--- src/rtl/cla_arb_pkg.sv ---
// Shared types and defaults for the round-robin CLA adder arbiter.
// rr_pick is the behavioural statement of the grant rule that cla_rr_pick implements structurally.
package cla_arb_pkg;

    typedef enum logic {
        EMPTY = 1'b0,
        FULL  = 1'b1
    } arb_state_e;

    localparam int CLA_ARB_N_REQ = 4;
    localparam int CLA_ARB_WIDTH = 12;

    // First set request at or above ptr, wrapping modulo n (n <= 16); result is one-hot or zero.
    function automatic logic [15:0] rr_pick(input logic [15:0] req, input logic [3:0] ptr, input int n);
        logic [15:0] gnt;
        logic        found;
        int          idx;
        gnt   = '0;
        found = 1'b0;
        for (int i = 0; i < 16; i++) begin
            idx = (int'(ptr) + i) % n;
            if (!found && (i < n) && req[idx]) begin
                gnt[idx] = 1'b1;
                found    = 1'b1;
            end
        end
        return gnt;
    endfunction

endpackage

--- src/rtl/cla_12bit.sv ---
// Carry-lookahead adder built from 4-bit lookahead groups; WIDTH must be a multiple of 4.
// Group generate/propagate terms chain between groups so the carry path is one AND-OR level per group.
module cla_12bit #(
    parameter int WIDTH = 12
) (
    input  logic [WIDTH-1:0] i_a,
    input  logic [WIDTH-1:0] i_b,
    input  logic             i_cin,
    output logic [WIDTH-1:0] o_sum,
    output logic             o_cout
);

    localparam int NG = WIDTH / 4;

    logic [WIDTH-1:0] w_g;
    logic [WIDTH-1:0] w_p;
    logic [WIDTH-1:0] w_c;
    logic [NG:0]      w_gc;

    assign w_g     = i_a & i_b;
    assign w_p     = i_a ^ i_b;
    assign w_gc[0] = i_cin;

    for (genvar k = 0; k < NG; k++) begin : g_grp
        localparam int B = 4 * k;
        logic w_grp_g;
        logic w_grp_p;

        assign w_c[B]   = w_gc[k];
        assign w_c[B+1] = w_g[B] | (w_p[B] & w_gc[k]);
        assign w_c[B+2] = w_g[B+1] | (w_p[B+1] & w_g[B])
                        | (w_p[B+1] & w_p[B] & w_gc[k]);
        assign w_c[B+3] = w_g[B+2] | (w_p[B+2] & w_g[B+1])
                        | (w_p[B+2] & w_p[B+1] & w_g[B])
                        | (w_p[B+2] & w_p[B+1] & w_p[B] & w_gc[k]);

        assign w_grp_g = w_g[B+3] | (w_p[B+3] & w_g[B+2])
                       | (w_p[B+3] & w_p[B+2] & w_g[B+1])
                       | (w_p[B+3] & w_p[B+2] & w_p[B+1] & w_g[B]);
        assign w_grp_p = &w_p[B+3:B];

        assign w_gc[k+1] = w_grp_g | (w_grp_p & w_gc[k]);
    end

    assign o_sum  = w_p ^ w_c;
    assign o_cout = w_gc[NG];

endmodule

--- src/rtl/cla_rr_pick.sv ---
// Combinational round-robin picker: rotate requests so the pointer sits at bit 0,
// take the lowest set bit, then rotate the index back.
module cla_rr_pick #(
    parameter int N_REQ = 4,
    parameter int ID_W  = $clog2(N_REQ)
) (
    input  logic [N_REQ-1:0] i_req,
    input  logic [ID_W-1:0]  i_ptr,
    output logic [N_REQ-1:0] o_gnt,
    output logic [ID_W-1:0]  o_gnt_idx,
    output logic             o_any
);

    localparam logic [ID_W:0] N_VAL = (ID_W + 1)'(N_REQ);

    logic [2*N_REQ-1:0] w_dbl;
    logic [N_REQ-1:0]   w_rot;
    logic [ID_W-1:0]    w_ofs;
    logic               w_hit;
    logic [ID_W:0]      w_idx_sum;

    assign w_dbl = {i_req, i_req};
    assign w_rot = w_dbl[{1'b0, i_ptr} +: N_REQ];

    // NOTE: every variable assigned in an always_comb gets a default first so no path can infer a latch.
    always_comb begin
        w_hit = 1'b0;
        w_ofs = '0;
        for (int j = N_REQ - 1; j >= 0; j--) begin
            if (w_rot[j]) begin
                w_hit = 1'b1;
                w_ofs = ID_W'(j);
            end
        end
    end

    assign w_idx_sum = {1'b0, i_ptr} + {1'b0, w_ofs};
    assign o_gnt_idx = ID_W'((w_idx_sum >= N_VAL) ? (w_idx_sum - N_VAL) : w_idx_sum);
    assign o_gnt     = w_hit ? (N_REQ'(1) << o_gnt_idx) : '0;
    assign o_any     = w_hit;

endmodule

--- src/rtl/cla_add_arbiter.sv ---
// Time-shares one cla_12bit adder among N_REQ requesters with round-robin grants
// and returns an ID-tagged, registered sum on a single valid/ready channel.
module cla_add_arbiter
    import cla_arb_pkg::*;
#(
    parameter int WIDTH = CLA_ARB_WIDTH,
    parameter int N_REQ = CLA_ARB_N_REQ,
    parameter int ID_W  = $clog2(N_REQ)
) (
    input  logic                   i_clk,
    input  logic                   i_rst,
    input  logic [N_REQ-1:0]       i_req,
    input  logic [N_REQ*WIDTH-1:0] i_add1,
    input  logic [N_REQ*WIDTH-1:0] i_add2,
    output logic [N_REQ-1:0]       o_gnt,
    output logic                   o_rsp_valid,
    output logic [ID_W-1:0]        o_rsp_id,
    output logic [WIDTH:0]         o_result,
    input  logic                   i_rsp_ready
);

    localparam logic [ID_W-1:0] LAST_IDX = ID_W'(N_REQ - 1);

    arb_state_e       r_state;
    arb_state_e       w_next_state;
    logic [ID_W-1:0]  r_ptr;
    logic [ID_W-1:0]  r_rsp_id;
    logic [WIDTH:0]   r_result;

    logic [N_REQ-1:0] w_pick_gnt;
    logic [ID_W-1:0]  w_pick_idx;
    logic             w_pick_any;
    logic             w_slot_free;
    logic             w_grant;
    logic [ID_W-1:0]  w_ptr_next;
    logic [WIDTH-1:0] w_op_a;
    logic [WIDTH-1:0] w_op_b;
    logic [WIDTH-1:0] w_sum;
    logic             w_cout;

    cla_rr_pick #(
        .N_REQ (N_REQ),
        .ID_W  (ID_W)
    ) u_pick (
        .i_req     (i_req),
        .i_ptr     (r_ptr),
        .o_gnt     (w_pick_gnt),
        .o_gnt_idx (w_pick_idx),
        .o_any     (w_pick_any)
    );

    // A held result may be replaced in the same edge the consumer takes it.
    assign w_slot_free = (r_state == EMPTY) || i_rsp_ready;
    assign w_grant     = w_slot_free && w_pick_any && !i_rst;
    assign o_gnt       = w_grant ? w_pick_gnt : '0;
    assign w_ptr_next  = (w_pick_idx == LAST_IDX) ? '0 : (w_pick_idx + ID_W'(1));

    always_comb begin
        w_op_a = '0;
        w_op_b = '0;
        for (int k = 0; k < N_REQ; k++) begin
            if (w_pick_gnt[k]) begin
                w_op_a = w_op_a | i_add1[k*WIDTH +: WIDTH];
                w_op_b = w_op_b | i_add2[k*WIDTH +: WIDTH];
            end
        end
    end

    cla_12bit #(
        .WIDTH (WIDTH)
    ) u_add (
        .i_a    (w_op_a),
        .i_b    (w_op_b),
        .i_cin  (1'b0),
        .o_sum  (w_sum),
        .o_cout (w_cout)
    );

    always_comb begin
        w_next_state = r_state;
        unique case (r_state)
            EMPTY: if (w_grant) w_next_state = FULL;
            FULL: begin
                if (w_grant)          w_next_state = FULL;
                else if (i_rsp_ready) w_next_state = EMPTY;
            end
            default: w_next_state = EMPTY;
        endcase
    end

    // NOTE: sequential state uses non-blocking assignments so every flop samples pre-edge values.
    always_ff @(posedge i_clk) begin
        if (i_rst) begin
            r_state  <= EMPTY;
            r_ptr    <= '0;
            r_rsp_id <= '0;
            r_result <= '0;
        end else begin
            r_state <= w_next_state;
            if (w_grant) begin
                r_result <= {w_cout, w_sum};
                r_rsp_id <= w_pick_idx;
                r_ptr    <= w_ptr_next;
            end
        end
    end

    assign o_rsp_valid = (r_state == FULL);
    assign o_rsp_id    = r_rsp_id;
    assign o_result    = r_result;

endmodule

--- config.mk ---
export PLATFORM = sky130hd
export DESIGN_NAME = cla_add_arbiter
export DESIGN_NICKNAME = d
export VERILOG_FILES = /design/src/rtl/cla_arb_pkg.sv /design/src/rtl/cla_12bit.sv /design/src/rtl/cla_rr_pick.sv /design/src/rtl/cla_add_arbiter.sv
export SDC_FILE = /design/constraint.sdc
export NUM_CORES = 1
export LEC_CHECK = 0
export BUFFER_PORTS_ARGS = -buffer_cell sky130_fd_sc_hd__buf_2
export CAP_MARGIN = 20
export CORE_ASPECT_RATIO = 1.4
export CORE_MARGIN = 2
export CORE_UTILIZATION = 40
export DETAILED_ROUTE_END_ITERATION = 7
export PLACE_DENSITY = 0.83
export SLEW_MARGIN = 25
export SYNTH_ARGS = -nofsm -noshare
export SYNTH_HDL_FRONTEND = slang
export SYNTH_SLANG_ARGS = --single-unit
--- constraint.sdc ---
create_clock -name i_clk -period 5.7 [get_ports i_clk]
set_input_delay 0.57 -clock i_clk [delete_from_list [all_inputs] [get_ports i_clk]]
set_output_delay 0.57 -clock i_clk [all_outputs]
set_load 0.05 [all_outputs]
==> summary.txt, run 1 <==
Layout
  • Commonest non-fill, non-tap cell in the layout: buf_2
  • Finished Core Util: 56.5%
  • Most frequent cells in the layout: buf_2 (122), a22oi_1 (48), a21oi_1 (37)
  • Synth-to-layout area growth: 34.4%
  • Layout cells sized above 1: 38.4%
  • Number of diodes: 0
  • Nets: 481

GRT
  • GRT Total Usage: 23.6%
  • Met3 usage: 3.67%
  • Initial antenna violation count: 0
  • First-pass GRT wire length: 10.5 mm
  • Largest net degree at the start of global routing: 22
  • GR peak layer: met2
  • GRT overflow: 0
  • Number of global-route vias before repair: 2,377
  • Met1 usage: 27.6%
  • Grt met2 use: 44.1%

Critical path
  • Startpoint types: input port
  • Critical Path Source: i_req[2]
  • CP Data Required Time: 5.87 ns
  • WP data arrival: 4.78 ns
  • Cell family with most CP delay: compound AO/OA/AOI/OAI gates
  • Setup CP Type: input port to register
  • Most frequent CP cell: ha_1
  • Slowest-stage cell, CP: or4_1
  • Crit end category: register
  • Max FO, Critical Path: 18
  • Worst stage delay on the critical path: 0.51 ns
  • Critical path, cell by cell: buf_2 > or4_1 > o2111ai_1 > ha_1 > xor2_1 > xnor2_1 > inv_1 > ha_1 > buf_4 > a22oi_1 > a21oi_1 > ha_1 > a41o_1 > a21oi_2 > o21ai_2 > a21oi_1 > fa_1 > a211oi_1
  • R2r setup slk: 1.12 ns
  • Reg2reg start: r_ptr[0]
  • WP buf/inv: 3

Yosys
  • Mapped Avg Cell Area: 7.66 sq um
  • Synth Register Bits: 18
  • Mapped Area: 1920 sq um
  • Cells after Synth: 251
  • Seq/Total Area, Yosys: 18.8%
  • Synth cell types: 41
  • Syn Nets: 374
  • Synthesis warning total: 0

Timing
  • Final Skew: 0.00163 ns
  • Endpoints failing hold: 0
  • Total Neg Setup Slack: 0 ns
  • Setup violations, final: 0
  • Measured slew at the worst slew-check pin: 0.848 ns
  • Period utilization: 80.8%
  • Period minus WS final: 4.61 ns
  • Max Clk Rate: 217 MHz
  • Post-layout worst setup margin: 1.09 ns
  • Max transition margin: 43.0%
  • Unrepaired setup endpoints after global routing: false
  • Max-slew violation count: 0

Clock tree
  • Postcts setup bufs: 0
  • Resized cells post-CTS: 0
  • Htree depth: 1
  • Reg clk slew, reported paths: 0.07 ns
  • Clk sinks: 18
  • CTS tree: yes
  • CTS root buf: clkbuf_8
  • Post-cts hold buffer count: 0
  • Max Root-Sink Buffers: 2
  • Clock latency on the worst-skew pair: 0.25 ns
  • Inserted Clock Buffers: 3

Status
  • Status: finished, final reports clean

Place
  • IO Port Bufs: 122
  • Hpwl dp: 4.98 mm
  • Dpl ws: 0.812 ns
  • Gpl congestion: 0.852

Drt
  • TritonRoute pass-1 iters: 4
  • 1st-iter DRT viols: 107
  • Via Count: 2,324
  • Vias per cell: 5.55
  • DR WL/cell: 14.9 um
  • Routed WL: 6.26 mm
  • Final ANT Viol Nets: 0
  • # DRC: 0

Floorplanning
  • # IOs: 123
  • Die Width: 62.6 um
  • FP Rows: 29
  • Starting density of the core: 42.0%
  • DIE HEIGHT: 86.0 um
  • Core area: 4570 sq um
  • Die ar.: 5380 sq um

Worst hold path
  • Hold crit path type: register to register
  • Hold Crit Start: o_result[5]

Job
  • Max-cap violations: 0
## worst min-delay path: cells and delay by family (launching register included)
family | cells | cell delay (ns)
AOI/OAI and AO/OA | 1 | 0.05
and+or+nand+nor | 1 | 0.05
DFF | 1 | 0.31
## synth_stat cells, drive strengths merged
cell type,instances,area [sq um]
a21oi,38,194
o2111ai,1,8.76
fa,3,60.1
nor2,15,56.3
o21ai,3,18.8
nor4b,1,8.76
nor3,4,20.0
inv,7,26.3
xor2,2,17.5
and2,5,31.3
nand2b,2,12.5
a41o,1,10.0
xnor2,6,52.6
ha,17,213
and3,1,6.26
a211oi,6,50.1
a221o,2,20.0
buf,8,58.8
a21o,7,53.8
a22oi,48,360
nand2,20,75.1
o22ai,1,6.26
and3b,1,8.76
o21bai,1,7.51
a31oi,2,12.5
clkbuf,18,67.6
nor2b,2,12.5
nand3b,2,15.0
dfxtp,18,360
nor4,2,27.5
or4,1,7.51
nand3,1,5.00
o211ai,2,15.0
nor3b,2,15.0
o31ai,1,7.51
## state kept, by name, indices dropped and copies added (netlist names)
name,flops
r_ptr,2
o_rsp_id,2
o_result,13
o_rsp_valid,1
## kinds of logic after synthesis
logic type | Yosys count | synth area share [%]
AO/OA/AOI/OAI | 113 | 39.8
XOR/XNOR | 8 | 3.65
adder cells (fa/ha/maj) | 20 | 14.2
buffers and inverters | 33 | 7.94
flip-flops | 18 | 18.8
AND/OR/NAND/NOR | 59 | 15.7
## worst paths after layout
path	end	cells after the start
max reg2reg	o_result[8]	17
min	o_result[5]	2
max	o_result[8]	18
min reg2reg	o_result[5]	2
## final cells by class
cell class | instances | area (sq um)
clock buffer | 4 | 55.1
fill | 450 | 1990
inverter | 7 | 26.3
multi-input combinational | 200 | 1410
sequential | 18 | 360
tap | 62 | 77.6
timing repair buffer | 128 | 656
## routing by layer
| metal | up-vias | routed length, um |
|---|---|---|
| li1 | 1152 | - |
| met1 | 1059 | 2510 |
| met2 | 105 | 3220 |
| met3 | 8 | 440 |
| met4 | 0 | 92 |
| met5 | - | 0 |
## stage by stage
step	cell area, sq um	std cells	hold slack, ns
after global placement	2530	415	0.441
final	2580	419	0.456
after CTS	2580	419	0.455
after floorplan	1920	251	0.610
after detailed placement	2530	415	0.445
after global routing	2580	419	0.482
Power of run 1 is not shown: default switching activity piles up to over one toggle a cycle in this logic, so the estimate is an artifact.
==> run 2: changes to the inputs <==
- CORE_UTILIZATION: 40 -> 39
- PLACE_DENSITY: 0.83 -> 0.85
- clock period: 5.7 -> 4.14 ns (I/O delays scaled with it)
==> summary.txt, run 2 (synthesis gave the netlist of run 1 again) <==
Drt
  • 1st-iter DRT viols: 115 (+7.5%)
  • Vias per cell: 5.45 (-1.7%)
  • Routed WL: 6.71 mm (+7.3%)
  • DR WL/cell: 15.0 um (+0.12%)
  • Final ANT Viol Nets: 0 (unchanged)
  • TritonRoute pass-1 iters: 4 (unchanged)
  • Via Count: 2,449 (+5.4%)
  • # DRC: 0 (unchanged)

Clock tree
  • Clock latency on the worst-skew pair: 0.26 ns (about the same)
  • CTS root buf: clkbuf_8
  • Max Root-Sink Buffers: 2 (unchanged)
  • Reg clk slew, reported paths: 0.07 ns (about the same)
  • Inserted Clock Buffers: 3 (unchanged)
  • Clk sinks: 18 (unchanged)
  • CTS tree: yes
  • Htree depth: 1 (unchanged)

Timing
  • Setup violations, final: 0 (unchanged)
  • Period minus WS final: 4.01 ns
  • Max-slew violation count: 0 (unchanged)
  • Final Skew: 0.00404 ns (+0.00241 ns)
  • Period utilization: 96.8%
  • Endpoints failing hold: 0 (unchanged)
  • Measured slew at the worst slew-check pin: 0.753 ns (-0.0947 ns)
  • Max Clk Rate: 249 MHz
  • Max transition margin: 49.6% (+6.5 points)

Layout
  • Commonest non-fill, non-tap cell in the layout: buf_2
  • Max reg flops: 13 (unchanged)
  • Final Instance Count excl. Fillers: 449 (+7.2%)
  • Most frequent cells in the layout: buf_2 (122), a22oi_1 (43), a21oi_1 (33)
  • Nets: 509 (+5.8%)
  • Layout cells sized above 1: 48.8% (+10 points)
  • Number of diodes: 0 (unchanged)
  • Filler cell count: 451 (+0.22%)
  • Synth-to-layout area growth: 57.7%

Worst hold path
  • Hold crit path type: register to register
  • Hold depth: 2 (unchanged)
  • Hold Crit Start: o_result[5]
  • Hold worst-path end: o_result[5]

Job
  • Max-cap violations: 0 (unchanged)

Floorplanning
  • FP Rows: 30 (+3.4%)
  • Starting density of the core: 40.0% (-2.0 points)
  • # IOs: 123 (unchanged)
  • Core area: 4800 sq um (+5.1%)
  • Die Width: 63.3 um (+1.2%)
  • Die ar.: 5510 sq um (+2.4%)
  • DIE HEIGHT: 87.1 um (+1.2%)

GRT
  • GRT overflow: 0 (unchanged)
  • First-pass GRT wire length: 9.87 mm (-6.2%)
  • Largest net degree at the start of global routing: 28 (+27%)
  • Initial antenna violation count: 0 (unchanged)
  • Number of global-route vias before repair: 2,300 (-3.2%)
  • GRT Total Usage: 21.8% (-1.8 points)

Critical path
  • R2r setup slk: 0.13 ns (-0.99 ns)
  • Setup CP Type: register to register
  • Critical path, cell by cell: or4_4 > o2111ai_2 > ha_2 > xor2_2 > xnor2_2 > buf_4 > ha_4 > buf_12 > a22oi_1 > a21oi_1 > ha_1 > a41o_1 > a21oi_2 > o21ai_2 > buf_4 > a221o_1 > a211oi_2 > nor3_1
  • Slowest-stage cell, CP: or4_4
  • Max FO, Critical Path: 12 (-6)
  • CP Data Required Time: 4.28 ns (-1.59 ns)
  • Reg2reg start: r_ptr[0]
  • WP depth: 18 (unchanged)
  • Startpoint types: register
  • Cell family with most CP delay: compound AO/OA/AOI/OAI gates
  • WP buf/inv: 3 (unchanged)
  • RR Endpoint: o_result[12]
  • Most frequent CP cell: buf_4
  • Worst reg2reg path depth: 18 (+1)
  • Crit end category: register
  • Worst stage delay on the critical path: 0.52 ns (about the same)
  • Critical Path Source: r_ptr[0]
  • WP data arrival: 4.15 ns (-0.63 ns)

Place
  • Placed cells: 438 (+5.5%)
  • IO Port Bufs: 122 (unchanged)
  • Gpl congestion: 0.803 (-5.7%)
  • Hpwl dp: 4.90 mm (-1.6%)

Status
  • Status: finished, final reports clean
==> run 2: what timing repair did <==
item	CTS	global route
endpoints found under the setup margin	0	8
hold buffers	0	0
setup buffers	0	4
resized for setup	0	21
==> run 2: worst max path at each step <==
stage                   end  slack [ns]
2_1_floorplan   o_result[8]       -0.03
3_3_place_gp    o_result[9]       -0.04
3_5_place_dp    o_result[9]       -0.08
4_1_cts         o_result[9]        0.04
5_1_grt        o_result[12]      -0.001
6_report       o_result[12]        0.13
==> run 2: worst reg2reg max path, delay by kind of cell, from the launching register on <==
family,cells,cell delay (ns)
AND/OR/NAND/NOR,2,0.58
adder cells (fa/ha/maj),3,0.76
AO/OA/AOI/OAI,8,1.43
XOR/XNOR,2,0.31
flip-flops,1,0.37
buffers and inverters,3,0.46
==> run 2: cell type report <==
type	count	area [sq um]	share of cell area (%)
repair buffers	156	968	32.0
clock buffers	4	55.1	1.82
multi-input cells	200	1540	50.7
flip-flops and latches	18	364	12.0
well taps	64	80.1	2.64
inverters	7	26.3	0.867
==> run 2: metrics by stage <==
step           util [%]  worst slack, ns  TNS (ns)  area, sq um  hold slack (ns)
2_1_floorplan         -          -0.0340   -0.0515         2000            0.610
3_3_place_gp       57.5          -0.0428   -0.0428         2760            0.443
3_5_place_dp       57.6          -0.0812    -0.127         2770            0.444
4_1_cts            58.7           0.0399         0         2820            0.453
5_1_grt            63.1         -0.00129  -0.00213         3030            0.477
6_report           63.1            0.131         0         3030            0.450
==> run 2: layer usage <==
| metal | routed length (um) | part of all wire, % | global-route usage [%] |
|---|---|---|---|
| met2 | 3420 | 51 | 38.9 |
| met3 | 398 | 5.9 | 1.68 |
| met1 | 2750 | 41 | 26.7 |
| met4 | 140 | 2.1 | 9.68 |
| met5 | 0 | 0 | 0 |
Power of run 2 is left out for the same reason.
==> run 3: changes to the inputs <==
==> constraint.sdc (replaced) <==
create_clock -name i_clk -period 4.14 [get_ports i_clk]
set_input_delay 1.242 -clock i_clk [delete_from_list [all_inputs] [get_ports i_clk]]
set_output_delay 1.242 -clock i_clk [all_outputs]
set_load 0.05 [all_outputs]
==> summary.txt, run 3 (synthesis gave the netlist of run 1 again) <==
GRT
  • Largest net degree at the start of global routing: 22 (-21%)
  • Initial antenna violation count: 0 (unchanged)
  • Number of global-route vias before repair: 2,560 (+11%)
  • GRT overflow: 0 (unchanged)
  • GRT Total Usage: 26.1% (+4.2 points)
  • First-pass GRT wire length: 11.5 mm (+16%)

Floorplanning
  • Die Width: 63.3 um (unchanged)
  • FP Rows: 30 (unchanged)
  • Die ar.: 5510 sq um (unchanged)
  • Starting density of the core: 40.0% (unchanged)
  • DIE HEIGHT: 87.1 um (unchanged)
  • # IOs: 123 (unchanged)
  • Core area: 4800 sq um (unchanged)

Timing
  • Unrepaired setup endpoints after global routing: true
  • Max-slew violation count: 0 (unchanged)
  • Max transition margin: 51.8% (+2.3 points)
  • Max Clk Rate: 214 MHz (-14%)
  • Final Skew: 0.00587 ns (+0.00183 ns)
  • Period minus WS final: 4.67 ns (+0.663 ns)
  • Period utilization: 113% (+16 points)
  • Post-layout worst setup margin: -0.532 ns (-0.663 ns)
  • Measured slew at the worst slew-check pin: 0.719 ns (-0.0339 ns)
  • Setup violations, final: 16 (+16)
  • Endpoints failing hold: 0 (unchanged)

Critical path
  • Startpoint types: input port
  • Crit end category: register
  • CP Data Required Time: 4.27 ns (about the same)
  • Setup CP Type: input port to register
  • Slowest-stage cell, CP: or4_4
  • Most frequent CP cell: buf_6
  • Max FO, Critical Path: 7 (-5)
  • WP data arrival: 4.80 ns (+0.65 ns)
  • Worst stage delay on the critical path: 0.50 ns (-0.02 ns)
  • Critical path, cell by cell: buf_6 > or4_4 > o2111ai_2 > ha_2 > xor2_2 > xnor2_2 > inv_2 > ha_4 > buf_6 > a22oi_2 > a21oi_2 > ha_1 > a21o_2 > a21oi_4 > o21ai_2 > buf_4 > a221o_1 > a211oi_2 > nor3_1

Clock tree
  • CTS tree: yes
  • Clock latency on the worst-skew pair: 0.25 ns (about the same)
  • Post-cts hold buffer count: 0 (unchanged)
  • Max Root-Sink Buffers: 2 (unchanged)
  • Htree depth: 1 (unchanged)
  • Reg clk slew, reported paths: 0.07 ns (about the same)
  • Inserted Clock Buffers: 3 (unchanged)
  • CTS root buf: clkbuf_8
  • Clk sinks: 18 (unchanged)

Job
  • Max-cap violations: 0 (unchanged)

Layout
  • Finished Core Util: 67.1% (+4.1 points)
  • Nets: 528 (+3.7%)
  • Filler cell count: 424 (-6.0%)
  • Commonest non-fill, non-tap cell in the layout: buf_2
  • Most frequent cells in the layout: buf_2 (116), buf_4 (44), a22oi_1 (39)
  • Max reg flops: 13 (unchanged)
  • Synth-to-layout area growth: 67.8%
  • Final Instance Count excl. Fillers: 467 (+4.0%)
  • Number of diodes: 0 (unchanged)
  • Layout cells sized above 1: 55.1% (+6.3 points)

Worst hold path
  • Hold crit path type: register to register

Drt
  • Routed WL: 7.39 mm (+10%)
  • Via Count: 2,587 (+5.6%)
  • DR WL/cell: 15.8 um (+5.9%)
  • Vias per cell: 5.54 (+1.6%)
  • # DRC: 0 (unchanged)
  • 1st-iter DRT viols: 73 (-37%)
  • Final ANT Viol Nets: 0 (unchanged)
  • TritonRoute pass-1 iters: 4 (unchanged)

Status
  • Status: complete, but fails checks
  • Failing checks: setup timing

Place
  • Placed cells: 453 (+3.4%)
  • Hpwl dp: 5.38 mm (+9.9%)
  • IO Port Bufs: 122 (unchanged)
  • Gpl congestion: 0.835 (+3.9%)
[run 3: final timing paths]
kind	startpoint	to	slack (ns)	cells past startpoint
max	i_req[2]	o_result[12]	-0.53	19
min reg2reg	o_result[3]	o_result[3]	0.46	2
min	o_result[3]	o_result[3]	0.46	2
max reg2reg	r_ptr[0]	o_result[12]	0.09	18
[run 3: per-stage QoR]
| stage | hold slack (ns) | setup slack, ns | instance area [sq um] | setup TNS (ns) |
|---|---|---|---|---|
| finish | 0.458 | -0.532 | 3230 | -5.50 |
| global route | 0.486 | -0.702 | 3230 | -7.90 |
| CTS | 0.459 | -0.513 | 3110 | -5.34 |
| detailed placement | 0.449 | -1.07 | 2910 | -12.10 |
| global placement | 0.443 | -0.859 | 2910 | -10.06 |
| floorplan | 0.610 | -0.844 | 2100 | -7.21 |
[run 3: layer usage]
layer,global-route usage (%),up-vias,part of all wire (%)
li1,-,1242,-
met4,10.5,0,2.9
met1,28.6,1214,39
met5,0,-,0
met3,1.94,18,5.5
met2,51.0,113,52
[run 3: repair_timing]
action / CTS / global route
resized for setup: 27 / 15
pin swaps: 17 / 8
setup endpoints to repair: 16 / 16
setup buffers: 6 / 4
cloned: 0 / 1
[run 3: area by class of cell]
| class | count | area (sq um) | area share [%] |
|---|---|---|---|
| clock buffer | 3 | 41.3 | 1.28 |
| inverter | 7 | 26.3 | 0.815 |
| multi-input combinational | 200 | 1600 | 49.6 |
| sequential | 18 | 360 | 11.2 |
| tap | 64 | 80.1 | 2.48 |
| timing repair buffer | 175 | 1120 | 34.7 |
[run 3: worst max-delay path: cells and delay by family]
family / cells / cell delay, ns
AOI/OAI and AO/OA: 8 / 1.36
and+or+nand+nor: 2 / 0.57
adders and majority gates: 3 / 0.75
buffers and inverters: 4 / 0.50
xor gates and xnor gates: 2 / 0.38
Power of run 3 is left out for the same reason.
